**config.mk**
```make
export PLATFORM = sky130hd
export DESIGN_NAME = uart_rx_word_packer_flat
export DESIGN_NICKNAME = d
export VERILOG_FILES = /design/src/rtl/uart_pkg.sv /design/src/rtl/uart_rx_word_packer_if.sv /design/src/rtl/uart_gap_timer.sv /design/src/rtl/uart_rx_word_packer.sv /design/src/flat_wrapper.sv
export SDC_FILE = /design/constraint.sdc
export NUM_CORES = 1
export LEC_CHECK = 0
export ABC_AREA = 1
export CAP_MARGIN = 5
export CORE_UTILIZATION = 55
export CTS_BUF_LIST = sky130_fd_sc_hd__clkbuf_16
export DETAILED_ROUTE_END_ITERATION = 10
export HOLD_SLACK_MARGIN = 0.08
export PLACE_DENSITY = 0.79
export SKIP_CTS_REPAIR_TIMING = 1
export SLEW_MARGIN = 0
export SYNTH_ARGS = -nofsm -noshare
export SYNTH_HDL_FRONTEND = slang
export SYNTH_SLANG_ARGS = --single-unit
```
**constraint.sdc**
```tcl
create_clock -name clk -period 3.6 [get_ports clk]
set_input_delay 0.72 -clock clk [delete_from_list [all_inputs] [get_ports clk]]
set_output_delay 0.72 -clock clk [all_outputs]
set_load 0.02 [all_outputs]
```
**src/rtl/uart_pkg.sv**
```systemverilog
// Shared definitions for the UART receive path: packer state encoding and
// the bit-clock constants used to size the default inter-character timeout.
package uart_pkg;

    localparam logic ST_COLLECT = 1'b0;
    localparam logic ST_PENDING = 1'b1;

    localparam int CLK_FREQ     = 100_000_000;
    localparam int BAUD_RATE    = 115_200;
    localparam int CLKS_PER_BIT = CLK_FREQ / BAUD_RATE;

    // Four character times (start + 8 data + stop = 10 bits per character).
    function automatic int default_timeout_clks(input int clks_per_bit);
        int char_clks;
        char_clks = 10 * clks_per_bit;
        return char_clks * 4;
    endfunction

    localparam int DEFAULT_TIMEOUT_CLKS = default_timeout_clks(CLKS_PER_BIT);

endpackage

```
**src/rtl/uart_rx_word_packer_if.sv**
```systemverilog
// Character-in / word-out bus of the UART word packer. The master side is the
// packer itself; the slave side is the receiver plus the word consumer.
interface uart_rx_word_packer_if #(
    parameter int DATA_BITS = 8,
    parameter int WORD_BITS = 32
);
    logic [DATA_BITS-1:0] rx_data;
    logic                 rx_valid;
    logic [WORD_BITS-1:0] word_data;
    logic                 word_valid;
    logic                 word_ready;

    modport master (
        input  rx_data,
        input  rx_valid,
        input  word_ready,
        output word_data,
        output word_valid
    );

    modport slave (
        output rx_data,
        output rx_valid,
        output word_ready,
        input  word_data,
        input  word_valid
    );
endinterface

```
**src/rtl/uart_gap_timer.sv**
```systemverilog
// Saturating idle counter that flags expiry after TIMEOUT_CLKS run cycles.
// TIMEOUT_CLKS = 0 means the timer never expires.
module uart_gap_timer #(
    parameter int TIMEOUT_CLKS = uart_pkg::DEFAULT_TIMEOUT_CLKS
) (
    input  logic clk,
    input  logic reset,
    input  logic clear,
    input  logic run,
    output logic expire
);
    localparam int TW = (TIMEOUT_CLKS > 0) ? $clog2(TIMEOUT_CLKS + 1) : 1;
    localparam logic [TW-1:0] LIMIT = TW'(TIMEOUT_CLKS);

    logic [TW-1:0] count_r;

    // Idle counter: clear wins, otherwise count up and hold at the limit.
    always_ff @(posedge clk or negedge reset) begin
        if (!reset) begin
            count_r <= '0;
        end else if (clear) begin
            count_r <= '0;
        end else if (run && (count_r != LIMIT)) begin
            count_r <= count_r + TW'(1);
        end else begin
            count_r <= count_r;
        end
    end

    assign expire = (TIMEOUT_CLKS > 0) && (count_r == LIMIT);

endmodule

```
**src/rtl/uart_rx_word_packer.sv**
```systemverilog
// Packs BYTES_PER_WORD received UART characters into one word presented on a
// valid/ready slot, with gap-timeout discard and a sticky overflow flag.
module uart_rx_word_packer
    import uart_pkg::*;
#(
    parameter int DATA_BITS      = 8,
    parameter int BYTES_PER_WORD = 4,
    parameter int WORD_BITS      = DATA_BITS * BYTES_PER_WORD,
    parameter int LITTLE_ENDIAN  = 1,
    parameter int TIMEOUT_CLKS   = DEFAULT_TIMEOUT_CLKS,
    localparam int CW            = $clog2(BYTES_PER_WORD) + 1
) (
    input  logic                   clk,
    input  logic                   reset,
    uart_rx_word_packer_if.master  bus,
    output logic [CW-1:0]          byte_count,
    output logic                   overflow,
    input  logic                   clear_overflow,
    output logic                   timeout_pulse
);
    logic                 state_r, state_next_s;
    logic [CW-1:0]        byte_count_r;
    logic [WORD_BITS-1:0] asm_r;
    logic [WORD_BITS-1:0] word_data_r;
    logic                 word_valid_r;
    logic                 overflow_r;
    logic                 timeout_pulse_r;

    logic                 slot_free_s, last_char_s, expire_s;
    logic [CW-1:0]        lane_s;
    logic [WORD_BITS-1:0] asm_with_char_s;
    logic store_char_s, load_direct_s, hold_word_s, load_pending_s;
    logic drop_char_s, discard_s, timer_clear_s, timer_run_s;

    assign slot_free_s = !word_valid_r || bus.word_ready;
    assign last_char_s = (byte_count_r == CW'(BYTES_PER_WORD - 1));

    // Merge the incoming character into its lane of the assembly register.
    always_comb begin
        if (LITTLE_ENDIAN != 0) begin
            lane_s = byte_count_r;
        end else begin
            lane_s = CW'(BYTES_PER_WORD - 1) - byte_count_r;
        end
        asm_with_char_s = asm_r;
        asm_with_char_s[lane_s*DATA_BITS +: DATA_BITS] = bus.rx_data;
    end

    uart_gap_timer #(.TIMEOUT_CLKS(TIMEOUT_CLKS)) u_gap_timer (
        .clk    (clk),
        .reset  (reset),
        .clear  (timer_clear_s),
        .run    (timer_run_s),
        .expire (expire_s)
    );

    // State register.
    always_ff @(posedge clk or negedge reset) begin
        if (!reset) begin
            state_r <= ST_COLLECT;
        end else begin
            state_r <= state_next_s;
        end
    end

    // Next-state logic: a blocked full word parks in PENDING until the slot frees.
    always_comb begin
        state_next_s = state_r;
        case (state_r)
            ST_COLLECT: state_next_s = hold_word_s ? ST_PENDING : ST_COLLECT;
            ST_PENDING: state_next_s = slot_free_s ? ST_COLLECT : ST_PENDING;
            default:    state_next_s = ST_COLLECT;
        endcase
    end

    // Per-state control strobes; an arriving character beats a same-cycle expiry.
    always_comb begin
        store_char_s   = 1'b0;
        load_direct_s  = 1'b0;
        hold_word_s    = 1'b0;
        load_pending_s = 1'b0;
        drop_char_s    = 1'b0;
        discard_s      = 1'b0;
        timer_clear_s  = 1'b0;
        timer_run_s    = 1'b0;
        case (state_r)
            ST_COLLECT: begin
                if (bus.rx_valid) begin
                    timer_clear_s = 1'b1;
                    if (!last_char_s) begin
                        store_char_s = 1'b1;
                    end else if (slot_free_s) begin
                        load_direct_s = 1'b1;
                    end else begin
                        hold_word_s = 1'b1;
                    end
                end else if (byte_count_r == '0) begin
                    timer_clear_s = 1'b1;
                end else if (expire_s) begin
                    discard_s     = 1'b1;
                    timer_clear_s = 1'b1;
                end else begin
                    timer_run_s = 1'b1;
                end
            end
            ST_PENDING: begin
                timer_clear_s  = 1'b1;
                drop_char_s    = bus.rx_valid;
                load_pending_s = slot_free_s;
            end
            default: begin
                timer_clear_s = 1'b1;
            end
        endcase
    end

    // Assembly register and character count.
    always_ff @(posedge clk or negedge reset) begin
        if (!reset) begin
            asm_r        <= '0;
            byte_count_r <= '0;
        end else if (store_char_s) begin
            asm_r        <= asm_with_char_s;
            byte_count_r <= byte_count_r + CW'(1);
        end else if (hold_word_s) begin
            asm_r        <= asm_with_char_s;
            byte_count_r <= CW'(BYTES_PER_WORD);
        end else if (load_direct_s || load_pending_s || discard_s) begin
            asm_r        <= '0;
            byte_count_r <= '0;
        end else begin
            asm_r        <= asm_r;
            byte_count_r <= byte_count_r;
        end
    end

    // Output slot: a load at the handshake edge keeps word_valid high (no bubble).
    always_ff @(posedge clk or negedge reset) begin
        if (!reset) begin
            word_data_r  <= '0;
            word_valid_r <= 1'b0;
        end else if (load_direct_s) begin
            word_data_r  <= asm_with_char_s;
            word_valid_r <= 1'b1;
        end else if (load_pending_s) begin
            word_data_r  <= asm_r;
            word_valid_r <= 1'b1;
        end else if (word_valid_r && bus.word_ready) begin
            word_data_r  <= word_data_r;
            word_valid_r <= 1'b0;
        end else begin
            word_data_r  <= word_data_r;
            word_valid_r <= word_valid_r;
        end
    end

    // Sticky overflow (set beats clear) and the one-cycle timeout pulse.
    always_ff @(posedge clk or negedge reset) begin
        if (!reset) begin
            overflow_r      <= 1'b0;
            timeout_pulse_r <= 1'b0;
        end else begin
            if (drop_char_s) begin
                overflow_r <= 1'b1;
            end else if (clear_overflow) begin
                overflow_r <= 1'b0;
            end else begin
                overflow_r <= overflow_r;
            end
            timeout_pulse_r <= discard_s;
        end
    end

    assign bus.word_data  = word_data_r;
    assign bus.word_valid = word_valid_r;
    assign byte_count     = byte_count_r;
    assign overflow       = overflow_r;
    assign timeout_pulse  = timeout_pulse_r;

endmodule
```
**src/flat_wrapper.sv**
```systemverilog
// flat-port wrapper written by rule: the top's interface ports become plain ports
module uart_rx_word_packer_flat import uart_pkg::*;
#(
    parameter int DATA_BITS      = 8,
    parameter int BYTES_PER_WORD = 4,
    parameter int WORD_BITS      = DATA_BITS * BYTES_PER_WORD,
    parameter int LITTLE_ENDIAN  = 1,
    parameter int TIMEOUT_CLKS   = DEFAULT_TIMEOUT_CLKS,
    localparam int CW            = $clog2(BYTES_PER_WORD) + 1
)
  (clk, reset, byte_count, overflow, clear_overflow, timeout_pulse, bus_rx_data, bus_rx_valid, bus_word_ready, bus_word_data, bus_word_valid);
  uart_rx_word_packer_if #(.DATA_BITS(DATA_BITS), .WORD_BITS(WORD_BITS)) bus_i ();
  input  logic clk;
  input  logic reset;
  output logic [CW-1:0] byte_count;
  output logic overflow;
  input  logic clear_overflow;
  output logic timeout_pulse;
  input wire logic [$bits(bus_i.rx_data)-1:0] bus_rx_data;
  input wire logic [$bits(bus_i.rx_valid)-1:0] bus_rx_valid;
  input wire logic [$bits(bus_i.word_ready)-1:0] bus_word_ready;
  output wire logic [$bits(bus_i.word_data)-1:0] bus_word_data;
  output wire logic [$bits(bus_i.word_valid)-1:0] bus_word_valid;
  assign bus_i.rx_data = bus_rx_data;
  assign bus_i.rx_valid = bus_rx_valid;
  assign bus_i.word_ready = bus_word_ready;
  assign bus_word_data = bus_i.word_data;
  assign bus_word_valid = bus_i.word_valid;
  uart_rx_word_packer #(.DATA_BITS(DATA_BITS), .BYTES_PER_WORD(BYTES_PER_WORD), .WORD_BITS(WORD_BITS), .LITTLE_ENDIAN(LITTLE_ENDIAN), .TIMEOUT_CLKS(TIMEOUT_CLKS)) u_core (.clk(clk), .reset(reset), .bus(bus_i), .byte_count(byte_count), .overflow(overflow), .clear_overflow(clear_overflow), .timeout_pulse(timeout_pulse));
endmodule
```
# [Word level (Yosys, flattened, before mapping)]
# Index checks and enable logic that the tools add are counted.
# W data, S select, Z words.
[classes] n_addsub=3 eq_ne=3 shifts=2 n_mux=42 bitwise_logic=1 n_reduce_logical=12
[ops] cell="$mux W32" count=5
[ops] cell="$neg A6 Y34" count=1
[ops] cell="$shift A8 B34 Y32 const A" count=1
[ops] cell="$shiftx A8 B34 Y32" count=1
[ops] cell="$bwmux W32" count=1
[ops] cell="$mux W16" count=2
[ops] cell="$mux W1" count=29
[ops] cell="$add A16 B1 Y16 const B" count=1
[ops] cell="$eq A16 B16 Y1 const B" count=1
[ops] cell="$ne A16 B16 Y1 const B" count=1
[ops] cell="$mux W3" count=3
[ops] cell="$reduce_bool A2 Y1" count=3
[ops] cell="$reduce_bool A3 Y1" count=2
[ops] cell="$pmux W1 S2" count=2
[ops] cell="$add A3 B1 Y3 const B" count=1
[ops] cell="$eq A3 B2 Y1 const B" count=1
[ops] cell="$logic_not A3 Y1" count=1
[ops] cell="$logic_or A1 B1 Y1" count=3
[ops] cell="$logic_and A1 B1 Y1" count=2
[ops] cell="$logic_not A1 Y1" count=1
[ops] cell="$not A1 Y1" count=1
[totals] regBits=87 in_bits=13 out_inout_bits=38 word_cells=71

# [Depth between registers and ports, before layout]
# Gate-level depths: netlist of run 1.
[depth] ltp_word=11 depth_mapped=11 ltp_nobuf=11

# [Hierarchy]
# Synthesis of run 1 repeated with hierarchy kept, for this count alone.
[hier_totals] hier_cells=702 hier_area_um2=5059.9
[by_module_without_submodules] module="uart_rx_word_packer" n_inst=1 cells_per_inst=538 area_per_inst_um2=3957.5 seq_area_each_um2=1776.7
[by_module_without_submodules] module="uart_gap_timer" n_inst=1 cells_per_inst=164 area_per_inst_um2=1102.3 seq_area_each_um2=400.4

# [Worst setup path before layout of run 1]
# Ideal clock, no wire load.
[synth_timing] path_kind="reg2reg" from="register u_core.byte_count_r[0] (netlist: u_core.byte_count[0])" to="register u_core.word_data_r[24] (netlist: u_core.bus.word_data[24])" setup_ns=0.116 arrival_ns=1.915 t_required_ns=3.484 setup_slack_ns=1.568 stages_incl_launch_ff=11 n_path_buf=0 period_less_slack_ns=2.032 path_cell_list="dfrtp_1 > inv_2 > ha_1 > ha_1 > inv_1 > nor2_2 > nand2_1 > nand2_1 > nand3_1 > nand2_1 > nand2_1"
[synth_between] elab_chain_len=5 word_cells_on_any_way=10 classes_between="add/sub: 1; eq/ne: 1; shift: 2; mux: 5; reduce/logical: 1"
[synth_rtl] item="start: declaration" line_no="uart_rx_word_packer.sv:22" rtl="logic [CW-1:0] byte_count_r;"
[synth_rtl] item="start signal: assignment" line_no="uart_rx_word_packer.sv:124" rtl="byte_count_r <= byte_count_r + CW'(1);"
[synth_rtl] item="start signal: assignment" line_no="uart_rx_word_packer.sv:127" rtl="byte_count_r <= CW'(BYTES_PER_WORD);"
[synth_rtl] item="start signal: assignment" line_no="uart_rx_word_packer.sv:133" rtl="byte_count_r <= byte_count_r;"
[synth_rtl] item="branches (longest 5 deep; another with $neg A6 Y34)"
[synth_rtl] item="end signal: assignment" line_no="uart_rx_word_packer.sv:143" rtl="word_data_r <= asm_with_char_s;"
[synth_rtl] item="end signal: assignment" line_no="uart_rx_word_packer.sv:146" rtl="word_data_r <= asm_r;"
[synth_rtl] item="end signal: assignment" line_no="uart_rx_word_packer.sv:149" rtl="word_data_r <= word_data_r;"
[synth_rtl] item="end: declaration" line_no="uart_rx_word_packer.sv:24" rtl="logic [WORD_BITS-1:0] word_data_r;"
# Several ways; the timed one is not identified.
# A chain may end at the register's enable or synchronous reset.

# [Worst setup path after layout of run 1]
[layout_timing] from="register u_core.byte_count_r[0] (netlist: u_core.byte_count[0])" to="register u_core.asm_r[28]"
[layout_between] elab_chain_len=7 word_cells_on_any_way=23 classes_between="add/sub: 1; eq/ne: 1; shift: 2; mux: 15; reduce/logical: 4"
[layout_rtl] item="branches (longest 7 deep; another with $neg A6 Y34)"
[layout_rtl] item="end signal: assignment" line_no="uart_rx_word_packer.sv:123" rtl="asm_r <= asm_with_char_s;"
[layout_rtl] item="end signal: assignment" line_no="uart_rx_word_packer.sv:126" rtl="asm_r <= asm_with_char_s;"
[layout_rtl] item="end signal: assignment" line_no="uart_rx_word_packer.sv:132" rtl="asm_r <= asm_r;"
[layout_rtl] item="end: declaration" line_no="uart_rx_word_packer.sv:23" rtl="logic [WORD_BITS-1:0] asm_r;"
# Several ways; the timed one is not identified.

==> out/qor.log, run 1 <==
INFO  route          drc=0
INFO  route          detail_route.vias_per_cell=5.37
INFO  route          routedWlPerCell=13.8µm
INFO  sta            maxClockFrequency=396MHz
INFO  sta            report.final.slew_viol_count=0
INFO  finish         antenna-diode-count=0
INFO  place          dp_hpwl=7.15mm
INFO  sta            timing.final.crit_share=70.1%
INFO  sta            tightestPinTransition=849ps
INFO  floorplan      die_area=0.00888mm²
INFO  place          detailedPlace.worstSlack=1090ps
INFO  status         run_status=completed
INFO  critical_path  worstReg2RegStart=u_core.byte_count[0]
INFO  critical_path  startpoint_type=flop
INFO  power_and_ir_drop power_per_cell_area=793mW/mm²
INFO  yosys          yosysTopAreaCellShare=46.5%
INFO  global_routing antenna_found_initial=0
INFO  floorplan      core-area=0.00822mm²
INFO  sta            setup-violations-final=0
INFO  sta            tns=0ps
INFO  hold_path      hold_path_depth=1
INFO  critical_path  worst_r2r_endpoint=u_core.asm_r[28]
INFO  critical_path  crit_start=u_core.byte_count[0]
INFO  yosys          post_synth_main_area_contributors=sky130_fd_sc_hd__dfrtp_1, sky130_fd_sc_hd__nand2_1, sky130_fd_sc_hd__nand3_1, sky130_fd_sc_hd__nor2_1, sky130_fd_sc_hd__nand4_1
INFO  route          first_iter_violations=285
INFO  critical_path  timing.reg2reg.worst_path_depth=7
INFO  clock_tree     cts_root_buf=sky130_fd_sc_hd__clkbuf_16
INFO  hold_path      hold_path_end=u_core.u_gap_timer.count_r[0]
INFO  place          io_buffer_count=50
INFO  critical_path  timing.reg2reg.setup_slack=1080ps
INFO  floorplan      number_of_top_level_design_ports=51
INFO  critical_path  crit_required=3830ps
INFO  finish         layout-drive-gt1-share=6.37%
INFO  global_routing global_route_wire_length_before_repair=19.3mm
INFO  sta            fin_ws=1080ps
INFO  critical_path  worst-path-max-fanout=36
INFO  clock_tree     cts_tree=yes
INFO  sta            period_needed=2520ps
INFO  global_routing total_overflow_reported_by_the_global_router=0
INFO  clock_tree     cts.htree.levels=3
INFO  yosys          netlist_area=0.00468mm²
INFO  yosys          postSynthNetCount=676
INFO  floorplan      floorplan.initialDensity=56.9%
INFO  power_and_ir_drop irDropWorstVdd=0.000412V
INFO  clock_tree     insertion_delay=350ps
INFO  place          place.gp.congestion=0.842
INFO  floorplan      die_w=94.2µm
INFO  global_routing first_global_vias=4268
INFO  route          vias=4357
INFO  sta            slew-limit-headroom=43.4%
INFO  hold_path      worst_hold_startpoint=u_core.u_gap_timer.count_r[0]
INFO  floorplan      fp-row-count=33
INFO  yosys          synth_warnings=0
INFO  sta            final_hold_viol_count=0
INFO  yosys          ys_seq_elements=87
INFO  clock_tree     clkTransAtPathRegs=70ps
INFO  hold_path      holdCritPathClass=flop to flop
INFO  clock_tree     numClockSinks=87
INFO  global_routing maximum_number_of_pins_on_one_net_before_global_route_repair=68
INFO  job            max_cap_violations=0
INFO  finish         nNetsFinal=720
INFO  yosys          ys_seq_area_share=46.5%
INFO  route          number_of_optimization_iterations_in_the_first_detailed_route_pass=5
INFO  yosys          count_of_unique_library_cells_instantiated_by_yosys=24
INFO  yosys          postSynthAreaPerCell=7.12µm²
INFO  clock_tree     num_cts_buffers=9
INFO  critical_path  cp_data_arrival_time=2750ps
INFO  sta            setup_repair_after_global_routing_missed_its_margin=no
INFO  route          routed_wl=11.2mm
INFO  floorplan      die_h=94.2µm
INFO  route          count_of_nets_left_with_antenna_violations_after_detail_routing=0
INFO  finish         flow.area_growth_from_synthesis=18.4%
INFO  critical_path  worstSetupEndpointType=flop
INFO  global_routing grt_usage=27.9%
INFO  yosys          synth_top_area_cell=sky130_fd_sc_hd__dfrtp_1
INFO  sta            finClkSkew=9.81ps
INFO  yosys          postSynthCellCount=657
INFO  critical_path  criticalPathCategory=flop to flop
INFO  clock_tree     cts-root-to-sink-buffers=2
INFO  power_and_ir_drop total_leakage_power=2.90nW
[worst max path at each step]
stage / endpoint / slack, ps
6_report: u_core.asm_r[28] / 1080
5_1_grt: u_core.asm_r[28] / 880
4_1_cts: u_core.asm_r[15] / 1090
3_5_place_dp: u_core.asm_r[15] / 1090
3_3_place_gp: u_core.byte_count[2] / 1120
2_1_floorplan: u_core.bus.word_data[24] / 1570
[cell usage in the layout (no fill, tap or decap), types with 5 or more instances in the layout]
master and instances:
sky130_fd_sc_hd__buf_4 7, sky130_fd_sc_hd__clkbuf_16 9, sky130_fd_sc_hd__clkdlybuf4s50_1 49, sky130_fd_sc_hd__dfrtp_1 87
sky130_fd_sc_hd__ha_1 6, sky130_fd_sc_hd__inv_1 19, sky130_fd_sc_hd__inv_2 7, sky130_fd_sc_hd__nand2_1 282
sky130_fd_sc_hd__nand3_1 80, sky130_fd_sc_hd__nand4_1 20, sky130_fd_sc_hd__nor2_1 103, sky130_fd_sc_hd__xor2_1 5
[critical path, stage by stage, from the launching register on]
cell	delay [ps]
sky130_fd_sc_hd__dfrtp_1	520
sky130_fd_sc_hd__inv_2	110
sky130_fd_sc_hd__ha_1	210
sky130_fd_sc_hd__ha_1	280
sky130_fd_sc_hd__nor3_2	270
sky130_fd_sc_hd__nand3_2	640
sky130_fd_sc_hd__nand3_1	290
sky130_fd_sc_hd__nand2_1	80
[logic make-up (layout without fill, tap and decap cells)]
family	Yosys count	count (layout)	share of synthesized area (%)
DFF	87	87	46.5
adders and majority gates	6	6	1.61
AOI/OAI and AO/OA	8	8	1.15
xor gates and xnor gates	7	7	1.31
and+or+nand+nor	500	500	44.8
buffers and inverters	49	98	4.55
[metrics by stage]
step / hold slack (ps) / total power, mW / cells / cell area (µm²) / utilization (%)
2_1_floorplan: 424 / 2.76 / 657 / 4680 / -
3_3_place_gp: 455 / 3.40 / 795 / 5240 / 63.8
3_5_place_dp: 463 / 3.46 / 795 / 5240 / 63.8
4_1_cts: 472 / 4.41 / 811 / 5540 / 67.4
5_1_grt: 498 / 4.72 / 811 / 5540 / 67.4
6_report: 471 / 4.39 / 811 / 5540 / 67.4
[layout make-up]
type                    instances  area [µm²]
multi-input cells             521        2290
flip-flops and latches         87        2180
clock buffers                   9         225
well taps                     105         131
fillers                       700        2680
clock inverters                 7        73.8
repair buffers                 56         543
inverters                      26        97.6
[power breakdown]
| part | internal, mW | leakage [nW] | switching (mW) |
|---|---|---|---|
| Sequential | 1.29 | 1.11 | 0.211 |
| Combinational | 0.745 | 1.65 | 1.22 |
| Clock | 0.539 | 0.145 | 0.397 |
[synth_stat cells]
| library cell | instances |
|---|---|
| sky130_fd_sc_hd__nand2_2 | 2 |
| sky130_fd_sc_hd__a21oi_1 | 1 |
| sky130_fd_sc_hd__o21a_1 | 1 |
| sky130_fd_sc_hd__xnor2_1 | 2 |
| sky130_fd_sc_hd__ha_1 | 6 |
| sky130_fd_sc_hd__o21bai_1 | 4 |
| sky130_fd_sc_hd__nor2_1 | 103 |
| sky130_fd_sc_hd__inv_1 | 19 |
| sky130_fd_sc_hd__nand4_1 | 20 |
| sky130_fd_sc_hd__buf_2 | 14 |
| sky130_fd_sc_hd__dfrtp_1 | 87 |
| sky130_fd_sc_hd__clkbuf_1 | 4 |
| sky130_fd_sc_hd__nor2_4 | 4 |
| sky130_fd_sc_hd__inv_2 | 7 |
| sky130_fd_sc_hd__nand2_1 | 283 |
| sky130_fd_sc_hd__xor2_1 | 5 |
| sky130_fd_sc_hd__o21ai_1 | 1 |
| sky130_fd_sc_hd__buf_1 | 2 |
| sky130_fd_sc_hd__buf_4 | 3 |
| sky130_fd_sc_hd__nor3_2 | 2 |
| sky130_fd_sc_hd__nor2_2 | 4 |
| sky130_fd_sc_hd__nand3_1 | 80 |
| sky130_fd_sc_hd__nand3_2 | 2 |
| sky130_fd_sc_hd__o22ai_1 | 1 |
[routing by layer]
layer  vias up  part of all wire, %  GRT usage (%)
met4         0                  2.1           10.4
met3        26                  6.8           5.34
met2       156                   46           45.2
met5         -                    0              0
li1       2164                    -              -
met1      2011                   45           36.8
[sequential cells by signal (all words and copies together) (netlist names)]
signal / flops
u_core.u_gap_timer.count_r: 16
u_core.bus.word_data: 32
u_core.overflow: 1
u_core.state_r: 1
u_core.asm_r: 32
u_core.bus.word_valid: 1
u_core.byte_count: 3
u_core.timeout_pulse: 1
(Power assumes the default switching activity.)
==> inputs of run 2 (changes only) <==
CORE_UTILIZATION = 51   (was 55)
PLACE_DENSITY = 0.77   (was 0.79)
clock period = 2.2 ns   (was 3.6 ns; I/O delays follow)
==> run 2 against run 1 <==
  * The run now ends with design-rule violations left
  * First-iteration DRC count rose by 44%
  * Critical path depth rose by 4
  * Core utilization fell by 2.4 points
  * Largest power group unchanged
  * Global-route usage fell by 1.3 points
  * Worst hold slack got worse by 380 ps
  * Wire length rose by 5.2%
  * Setup slack got worse by 890 ps
  * Sequential power rose by 63%
==> out/qor.log, run 2 (synthesis gave the netlist of run 1 again) <==
INFO  floorplan      die_area=0.00956mm² [+7.7%]
INFO  job            max_cap_violations=0 [unchanged]
INFO  route          routedWlPerCell=14.2µm [+3.2%]
INFO  finish         multiInputGateArea=0.00229mm² [+0.22%]
INFO  sta            setup_repair_after_global_routing_missed_its_margin=no
INFO  route          detail_route.vias_per_cell=5.44 [+1.3%]
INFO  floorplan      die_h=97.8µm [+3.8%]
INFO  floorplan      number_of_top_level_design_ports=51 [unchanged]
INFO  global_routing maximum_number_of_pins_on_one_net_before_global_route_repair=45 [-34%]
INFO  clock_tree     numClockSinks=87 [unchanged]
INFO  place          io_buffer_count=50 [unchanged]
INFO  critical_path  criticalPathCategory=flop to flop
INFO  hold_path      holdCritPathClass=input pin to asynchronous set/reset pin
INFO  power_and_ir_drop irDropWorstVdd=0.000721V [+75%]
INFO  sta            timing.final.crit_share=91.3% [+21 points]
INFO  finish         num-fill-cells=744 [+6.3%]
INFO  critical_path  startpoint_type=flop
INFO  global_routing grt_usage=26.6% [-1.3 points]
INFO  sta            post_route_worst_hold_slack=87.2ps [-384 ps]
INFO  finish         nNetsFinal=732 [+1.7%]
INFO  power_and_ir_drop swShare=39.9% [-1.6 points]
INFO  power_and_ir_drop p_seq_share=32.0% [-2.1 points]
INFO  clock_tree     cts.htree.levels=3 [unchanged]
INFO  critical_path  worstSetupEndpoint=u_core.asm_r[10]
INFO  sta            setup-violations-final=0 [unchanged]
INFO  critical_path  worstSetupEndpointType=flop
INFO  critical_path  crit_required=2470ps [-1360 ps]
INFO  global_routing first_global_vias=4480 [+5.0%]
INFO  route          routed_wl=11.8mm [+5.2%]
INFO  sta            tightestPinTransition=567ps [-282 ps]
INFO  clock_tree     clkTransAtPathRegs=60ps [about the same]
INFO  power_and_ir_drop logic_gate_share_of_total_power=45.5% [+0.9 points]
INFO  sta            slew-limit-headroom=62.2% [+19 points]
INFO  critical_path  timing.reg2reg.worst_path_depth=11 [+4]
INFO  place          place.gp.congestion=0.830 [-1.4%]
INFO  status         run_status=finished with violations
INFO  route          count_of_nets_left_with_antenna_violations_after_detail_routing=0 [unchanged]
INFO  place          detailedPlace.worstSlack=197ps [-896 ps]
INFO  clock_tree     cts_tree=yes
INFO  global_routing antenna_found_initial=0 [unchanged]
INFO  finish         finish.instance_area=0.00573mm² [+3.4%]
INFO  critical_path  worst_r2r_endpoint=u_core.asm_r[10]
INFO  critical_path  timing.reg2reg.setup_slack=190ps [-890 ps]
INFO  clock_tree     num_cts_buffers=9 [unchanged]
INFO  sta            maxClockFrequency=498MHz [+26%]
INFO  finish         mostFrequentLayoutCells=sky130_fd_sc_hd__nand2_1, sky130_fd_sc_hd__nor2_1, sky130_fd_sc_hd__dfrtp_1
INFO  finish         ff_latch_area=0.00218mm² [about the same]
INFO  route          vias=4496 [+3.2%]
INFO  floorplan      die_w=97.8µm [+3.8%]
INFO  status         violations=design-rule violations
INFO  place          place_area=0.00538mm² [+2.7%]
INFO  power_and_ir_drop total_leakage_power=3.00nW [+3.4%]
INFO  power_and_ir_drop p_switching=3.05mW [+67%]
INFO  critical_path  worst-path-max-fanout=35 [-2.8%]
INFO  sta            finClkSkew=7.47ps [-2.33 ps]
INFO  floorplan      core-area=0.00881mm² [+7.2%]
INFO  critical_path  crit_start=u_core.byte_count[0]
INFO  place          dp_hpwl=7.76mm [+8.5%]
INFO  finish         layout.cells.most_common=sky130_fd_sc_hd__nand2_1
INFO  power_and_ir_drop cellInternalPower=4.60mW [+79%]
INFO  finish         antenna-diode-count=0 [unchanged]
INFO  finish         flow.area_growth_from_synthesis=22.5%
INFO  sta            fin_ws=191ps [-886 ps]
INFO  power_and_ir_drop power.clock.fraction=22.5% [+1.2 points]
INFO  global_routing global_route_wire_length_before_repair=20.6mm [+6.7%]
INFO  sta            report.final.slew_viol_count=0 [unchanged]
INFO  sta            final_hold_viol_count=0 [unchanged]
INFO  route          first_iter_violations=410 [+44%]
INFO  power_and_ir_drop power_per_cell_area=1340mW/mm² [+68%]
INFO  floorplan      fp-row-count=34 [+3.0%]
INFO  route          number_of_optimization_iterations_in_the_first_detailed_route_pass=8 [+3]
INFO  global_routing total_overflow_reported_by_the_global_router=0 [unchanged]
INFO  sta            period_needed=2010ps [-514 ps]
INFO  clock_tree     cts-root-to-sink-buffers=2 [unchanged]
INFO  critical_path  worstReg2RegStart=u_core.byte_count[0]
INFO  route          drc=10 [+10]
INFO  floorplan      floorplan.initialDensity=53.1% [-3.8 points]
INFO  clock_tree     insertion_delay=340ps [about the same]
INFO  finish         layout-drive-gt1-share=7.94% [+1.6 points]
INFO  sta            tns=0ps [unchanged]
INFO  clock_tree     cts_root_buf=sky130_fd_sc_hd__clkbuf_16
INFO  critical_path  cp_data_arrival_time=2280ps [-470 ps]
run 2: metrics by stage:
step,std cells,power [mW],utilization (%)
global placement,810,5.77,61.1
CTS,826,7.66,65.0
finish,826,7.65,65.0
floorplan,657,4.52,-
detailed placement,810,5.89,61.1
global route,826,8.18,65.0
run 2: how the worst min path moves through the flow:
stage / cells after the start / end / slack [ps]
finish: 1 / u_core.u_gap_timer.count_r[8] / 90
global route: 1 / u_core.u_gap_timer.count_r[8] / 150
CTS: 1 / u_core.u_gap_timer.count_r[8] / 120
detailed placement: 2 / u_core.bus.word_data[12] / 460
global placement: 1 / u_core.u_gap_timer.count_r[0] / 450
floorplan: 0 / u_core.asm_r[0] / 140
run 2: cell type report:
| cell class | count | share of cell area (%) |
|---|---|---|
| Tap cell | 108 | 2.36 |
| Multi-Input combinational cell | 521 | 40.1 |
| Clock inverter | 7 | 1.99 |
| Clock buffer | 9 | 3.93 |
| Timing Repair Buffer | 68 | 11.9 |
| Sequential cell | 87 | 38.0 |
| Inverter | 26 | 1.70 |
run 2: power groups by stage:
stage	Combinational, mW	Sequential (mW)	Clock [mW]
2_1_floorplan	1.69	2.84	0
3_3_place_gp	3.33	2.43	0
3_5_place_dp	3.43	2.46	0
4_1_cts	3.46	2.44	1.75
5_1_grt	3.84	2.51	1.83
6_report	3.48	2.45	1.72
run 2: per-layer routing:
layer / up-vias / global-route usage, % / wire [µm]
li1: 2196 / - / -
met1: 2133 / 35.0 / 5180
met2: 147 / 43.5 / 5630
met3: 20 / 5.01 / 729
met4: 0 / 10.8 / 232
met5: - / 0 / 0
run 2: worst max-delay path, stage by stage (launching register included):
cell and delay (ps):
sky130_fd_sc_hd__dfrtp_1 390, sky130_fd_sc_hd__buf_4 170, sky130_fd_sc_hd__ha_1 200, sky130_fd_sc_hd__ha_1 200
sky130_fd_sc_hd__nand2_1 140, sky130_fd_sc_hd__nor2_1 50, sky130_fd_sc_hd__nand2_1 90, sky130_fd_sc_hd__nand2_2 160
sky130_fd_sc_hd__nor2_4 150, sky130_fd_sc_hd__buf_12 210, sky130_fd_sc_hd__nand3_1 100, sky130_fd_sc_hd__nand2_1 70
==> inputs of run 3 (changes only) <==
CAP_MARGIN = unset   (was 5)
==> results of run 3 <==
The final DEF is identical to that of run 2; final timing and power are the same.
